[config.mk]
export PLATFORM = sky130hd
export DESIGN_NAME = rev_cnt_sched_flat
export DESIGN_NICKNAME = d
export VERILOG_FILES = /design/src/rtl/rev_cnt_sched_if.sv /design/src/rtl/rev_cnt_sched.sv /design/src/flat_wrapper.sv
export SDC_FILE = /design/constraint.sdc
export NUM_CORES = 1
export LEC_CHECK = 0
export ABC_CLOCK_PERIOD_IN_PS = 2700
export BUFFER_PORTS_ARGS = -buffer_cell sky130_fd_sc_hd__buf_2
export CORE_AREA = 2 2 60 62
export DETAILED_ROUTE_END_ITERATION = 12
export DIE_AREA = 0 0 62 64
export PLACE_DENSITY = 0.78
export RECOVER_POWER = 25
export REMOVE_ABC_BUFFERS = 1
export SLEW_MARGIN = 30
export SYNTH_ARGS = -nofsm -noshare
export SYNTH_HDL_FRONTEND = slang
export SYNTH_SLANG_ARGS = --single-unit
[constraint.sdc]
create_clock -name clk -period 2.7 [get_ports clk]
set_input_delay 0.27 -clock clk [delete_from_list [all_inputs] [get_ports clk]]
set_output_delay 0.27 -clock clk [all_outputs]
set_load 0.02 [all_outputs]
[src/rtl/rev_cnt_sched_if.sv]
// rtl/rev_cnt_sched_if.sv - command/status bundle for the reversible counter scheduler
// The abort line exists only when REV_CNT_SCHED_ABORT_EN is defined.
interface rev_cnt_sched_if;
    logic       req;
    logic       dir;
    logic [3:0] steps;
    logic       sweep;
    logic [3:0] lo;
    logic [3:0] hi;
`ifdef REV_CNT_SCHED_ABORT_EN
    logic       abort;
`endif
    logic       ack;
    logic       busy;
    logic       done;
    logic       err;
    logic       S;
    logic [3:0] cnt;
    logic       Rc;

    modport master (
`ifdef REV_CNT_SCHED_ABORT_EN
        output abort,
`endif
        output req, dir, steps, sweep, lo, hi,
        input  ack, busy, done, err, S, cnt, Rc
    );

    modport slave (
`ifdef REV_CNT_SCHED_ABORT_EN
        input  abort,
`endif
        input  req, dir, steps, sweep, lo, hi,
        output ack, busy, done, err, S, cnt, Rc
    );
endinterface

[src/rtl/rev_cnt_sched.sv]
// rtl/rev_cnt_sched.sv - reversible 4-bit counter with single-run and bounded sweep commands
// Optional abort input enabled by defining REV_CNT_SCHED_ABORT_EN.
module rev_cnt_sched #(
    parameter int SWEEP_TURNS = 2
) (
    input  logic           clk,
    input  logic           rst,
    rev_cnt_sched_if.slave bus
);
    typedef enum logic [1:0] {IDLE, RUN, SWEEP, DONE} state_t;

    state_t     state, state_nx;
    logic [3:0] cnt_q, cnt_nx;
    logic [3:0] lo_q, lo_nx;
    logic [3:0] hi_q, hi_nx;
    logic [3:0] turn_q, turn_nx;
    logic [4:0] rem_q, rem_nx;
    logic       s_q, s_nx;
    logic       ack_q, ack_nx;
    logic       err_q, err_nx;
    logic       abort_hit;
    logic [3:0] step_val;
    logic [3:0] bound;

`ifdef REV_CNT_SCHED_ABORT_EN
    assign abort_hit = bus.abort;
`else
    assign abort_hit = 1'b0;
`endif

    assign step_val = s_q ? cnt_q + 4'd1 : cnt_q - 4'd1;
    assign bound    = s_q ? hi_q : lo_q;

    always_ff @(posedge clk or negedge rst) begin
        if (!rst) begin
            state <= IDLE;
        end else begin
            state <= state_nx;
        end
    end

    always_ff @(posedge clk or negedge rst) begin
        if (!rst) begin
            cnt_q  <= 4'd0;
            lo_q   <= 4'd0;
            hi_q   <= 4'd0;
            turn_q <= 4'd0;
            rem_q  <= 5'd0;
            s_q    <= 1'b0;
            ack_q  <= 1'b0;
            err_q  <= 1'b0;
        end else begin
            cnt_q  <= cnt_nx;
            lo_q   <= lo_nx;
            hi_q   <= hi_nx;
            turn_q <= turn_nx;
            rem_q  <= rem_nx;
            s_q    <= s_nx;
            ack_q  <= ack_nx;
            err_q  <= err_nx;
        end
    end

    always_comb begin
        state_nx = state;
        cnt_nx   = cnt_q;
        lo_nx    = lo_q;
        hi_nx    = hi_q;
        turn_nx  = turn_q;
        rem_nx   = rem_q;
        s_nx     = s_q;
        ack_nx   = 1'b0;
        err_nx   = 1'b0;
        case (state)
            IDLE: begin
                if (bus.req) begin
                    lo_nx    = bus.lo;
                    hi_nx    = bus.hi;
                    s_nx     = bus.dir;
                    rem_nx   = (bus.steps == 4'd0) ? 5'd16 : {1'b0, bus.steps};
                    turn_nx  = 4'd0;
                    ack_nx   = 1'b1;
                    state_nx = bus.sweep ? SWEEP : RUN;
                end
            end
            RUN: begin
                if (abort_hit) begin
                    err_nx   = 1'b1;
                    state_nx = DONE;
                end else begin
                    cnt_nx = step_val;
                    rem_nx = rem_q - 5'd1;
                    if (rem_q == 5'd1) state_nx = DONE;
                end
            end
            SWEEP: begin
                if (abort_hit || (lo_q > hi_q)) begin
                    err_nx   = 1'b1;
                    state_nx = DONE;
                end else if (cnt_q != bound) begin
                    cnt_nx = step_val;
                end else begin
                    // dwell: reverse without moving, count the turn
                    s_nx    = ~s_q;
                    turn_nx = turn_q + 4'd1;
                    if (turn_q + 4'd1 == 4'(SWEEP_TURNS)) state_nx = DONE;
                end
            end
            DONE: state_nx = IDLE;
            default: state_nx = IDLE;
        endcase
    end

    assign bus.ack  = ack_q;
    assign bus.busy = (state == RUN) || (state == SWEEP);
    assign bus.done = (state == DONE);
    assign bus.err  = err_q;
    assign bus.S    = s_q;
    assign bus.cnt  = cnt_q;
    assign bus.Rc   = (s_q && (cnt_q == 4'd15)) || (!s_q && (cnt_q == 4'd0));
endmodule

[src/flat_wrapper.sv]
// flat-port wrapper written by rule: the top's interface ports become plain ports
module rev_cnt_sched_flat 
#(
    parameter int SWEEP_TURNS = 2
)
  (clk, rst, bus_req, bus_dir, bus_steps, bus_sweep, bus_lo, bus_hi, bus_ack, bus_busy, bus_done, bus_err, bus_S, bus_cnt, bus_Rc);
  rev_cnt_sched_if bus_i ();
  input  logic clk;
  input  logic rst;
  input wire logic [$bits(bus_i.req)-1:0] bus_req;
  input wire logic [$bits(bus_i.dir)-1:0] bus_dir;
  input wire logic [$bits(bus_i.steps)-1:0] bus_steps;
  input wire logic [$bits(bus_i.sweep)-1:0] bus_sweep;
  input wire logic [$bits(bus_i.lo)-1:0] bus_lo;
  input wire logic [$bits(bus_i.hi)-1:0] bus_hi;
  output wire logic [$bits(bus_i.ack)-1:0] bus_ack;
  output wire logic [$bits(bus_i.busy)-1:0] bus_busy;
  output wire logic [$bits(bus_i.done)-1:0] bus_done;
  output wire logic [$bits(bus_i.err)-1:0] bus_err;
  output wire logic [$bits(bus_i.S)-1:0] bus_S;
  output wire logic [$bits(bus_i.cnt)-1:0] bus_cnt;
  output wire logic [$bits(bus_i.Rc)-1:0] bus_Rc;
  assign bus_i.req = bus_req;
  assign bus_i.dir = bus_dir;
  assign bus_i.steps = bus_steps;
  assign bus_i.sweep = bus_sweep;
  assign bus_i.lo = bus_lo;
  assign bus_i.hi = bus_hi;
  assign bus_ack = bus_i.ack;
  assign bus_busy = bus_i.busy;
  assign bus_done = bus_i.done;
  assign bus_err = bus_i.err;
  assign bus_S = bus_i.S;
  assign bus_cnt = bus_i.cnt;
  assign bus_Rc = bus_i.Rc;
  rev_cnt_sched #(.SWEEP_TURNS(SWEEP_TURNS)) u_core (.clk(clk), .rst(rst), .bus(bus_i));
endmodule
==> out/results.ini <==
[synth]
ys.flop_type = dfrtp_1
synthCells = 201
syn_area_sq_um = 1847
seq_area_frac_synth = 0.3523
async_flop_share = 1.000
yosysUniqueCellTypes = 48
synth_edf_count = 0
yosysWarnings = 0
ys_ff_latch = 26
avgSynthCellArea_sq_um = 9.188

[cts]
cts_setup_buffers = 0
clock_latency_ps = 330
cts_resized = 0
htree_levels = 1
cts_inserted_buffers = 3
cts-root-buf = clkbuf_4
clock-sinks = 26
clkTransAtPathRegs_ps = 150
cts_tree = built
cts_max_path_buffers = 2

[global_route]
grt_pass1_wl_mm = 6.230
grt_pass1_vias = 1424
grt_remaining_overflow = 0
antenna_found_initial = 0
track_usage = 0.2065
grt_max_degree = 27

[worst_setup_path]
rr_startpoint = u_core.bus.S
worstPathArrival_ps = 2550
path_class = reg -> reg
path_cells = inv_1, ha_1, a21o_1, a21oi_1, xnor2_1, a2111oi_0, xor2_1
cp_slowest_cell = dfrtp_1
endpoint_kind = flop
worstRegToRegCells = 7
path_depth = 7
crit_required_ps = 2970
cp_max_fo = 11
crit_start = u_core.bus.S
ff2ff_setup_slack_ps = 420
endpoint = u_core.bus.cnt[3]
cp_top_family = compound AO/OA/AOI/OAI gates
r2r_end = u_core.bus.cnt[3]
path_buf_inv = 1
critical-path-max-stage-delay_ps = 620
cp-start-kind = flop

[hold_path]
whs_path_depth = 3
hold_class = in -> reg

[timing]
fin_ws_ps = 420.4
setup_viol = 0
slew_headroom = 0.07253
maxSlewViolCount = 0
tns_ps = 0
period_minus_slack_ps = 2280
whs_ps = 127.1
rsz0062_at_grt = false
period_share = 0.8443
fmax_ghz = 0.4387
worst_clock_skew_ps = 6.019
hold_viol_final = 0
tightest_slew_ps = 1391

[die]
die_area_sq_um = 3968
initial_core_util = 0.5623
rows = 21
ioPinCount = 27
die_width_um = 62
die_h_um = 64
core_sq_um = 3284

[place]
pre_cts_slack_ps = 444.8
hpwlAfterDp_mm = 2.782
gp_congestion = 0.7761
dp.cells = 266
io_buffers = 26

[route]
drc_errors = 0
wl_mm = 3.871
wl_per_cell_um = 14.28
antenna_left = 0
viasPerCell = 5.734
drtPass1Iterations = 4
dr.first_iter.drc_count = 106
vias = 1554

[power_and_ir_drop]
p_int_uw = 1446
seqPwrFrac = 0.283
p_sw_uw = 1307
sw_frac_of_total = 0.4748
power.total_uw = 2753
cellPowerDensity_nw_per_um2 = 1327
power.clock.fraction = 0.100
p_leak_uw = 0.0009324
p_comb_frac = 0.617
ir_drop_mv = 0.6442

[finish]
n_fill_cell = 292
instances_no_fill = 271
n_antenna_cell = 0
final_common_cell = dfrtp_1
final_cell_mix = dfrtp_1, buf_2, o21ai_0
drive_gt1_frac = 0.2044
area_delta_synth_final_pct = 12.40
nets = 258

[flow_run]
cap_viol_max_count = 0

[outcome]
status = finished, final reports clean

[synth_stat cells, types with 2 or more instances]
cell	n	area [sq um]
dfrtp_1	26	650.6
o21ai_0	16	80.08
ha_1	14	175.2
nand3_1	13	65.06
inv_1	12	45.04
nor2_1	12	45.04
nand2_1	11	41.29
clkbuf_1	8	30.03
a21oi_1	7	35.03
nand4_1	7	43.79
nor3_1	7	35.03
xnor2_1	7	61.31
mux2_2	5	56.30
mux2i_1	5	50.05
a211o_1	4	35.03
and3_1	4	25.02
xor2_1	4	35.03
a22oi_1	2	15.01
a31o_2	2	17.52
a31oi_1	2	12.51
mux2_4	2	30.03
nand2b_1	2	12.51
o311ai_0	2	17.52
or2_2	2	12.51
or4_1	2	15.01
[flip-flops by register name, summed over array words and instances (netlist names)]
name	count
u_core.bus.ack	1
u_core.hi_q	4
u_core.turn_q	4
u_core.bus.S	1
u_core.bus.err	1
u_core.rem_q	5
u_core.state	2
u_core.bus.cnt	4
u_core.lo_q	4
[cells by family after synthesis]
group,Yosys count,share of synthesized area
flip-flops,26,0.3523
AND/OR/NAND/NOR,68,0.2005
buffers and inverters,24,0.05352
XOR/XNOR,11,0.05217
AO/OA/AOI/OAI,45,0.1619
adder cells (fa/ha/maj),15,0.1057
multiplexers,12,0.07385
[power by group through the flow]
| stage | registers [uW] | logic, uW | clock network (uW) |
|---|---|---|---|
| after global placement | 781 | 1630 | 0 |
| after floorplan | 788 | 1250 | 0 |
| after CTS | 778 | 1690 | 278 |
| after global routing | 815 | 1880 | 296 |
| after detailed placement | 787 | 1680 | 0 |
| final | 780 | 1700 | 275 |
[metrics by stage]
step           area, sq um  utilization
3_5_place_dp          2014       0.6133
5_1_grt               2076       0.6320
3_3_place_gp          2014       0.6133
4_1_cts               2077       0.6324
2_1_floorplan         1797            -
6_report              2076       0.6320
[worst min-delay path by stage]
stage,startpoint,end,slack [ps]
global route,bus_hi[3],u_core.hi_q[3],130
finish,bus_hi[2],u_core.hi_q[2],130
detailed placement,rst,u_core.bus.cnt[2],300
CTS,bus_hi[1],u_core.hi_q[1],130
global placement,rst,u_core.bus.cnt[2],310
floorplan,rst,u_core.bus.S,-30
[layout make-up]
cell class	count	area [sq um]	area share
clock buffer	3	22.52	0.01085
clock inverter	1	30.03	0.01447
inverter	13	48.80	0.02351
multi-input combinational	151	1097	0.5286
sequential	26	650.6	0.3134
tap	46	57.56	0.02773
timing repair buffer	31	168.9	0.08137
[worst min-delay path, delay by kind of cell]
family                 cells  cell delay [ps]
AO/OA/AOI/OAI              1               50
AND/OR/NAND/NOR            1               30
buffers and inverters      1               70
[per-layer routing]
metal	vias to the layer above	track usage	part of all wire
li1	781	-	-
met1	729	0.2786	0.48
met3	5	0.02429	0.031
met4	0	0.06649	0.012
met2	39	0.3359	0.48
met5	-	0	0
[timing repair]
action	in CTS	in global routing
setup endpoints to repair	0	0
hold buffers	1	0
hold endpoints to repair	26	0
Power figures use the tool's default switching activity.
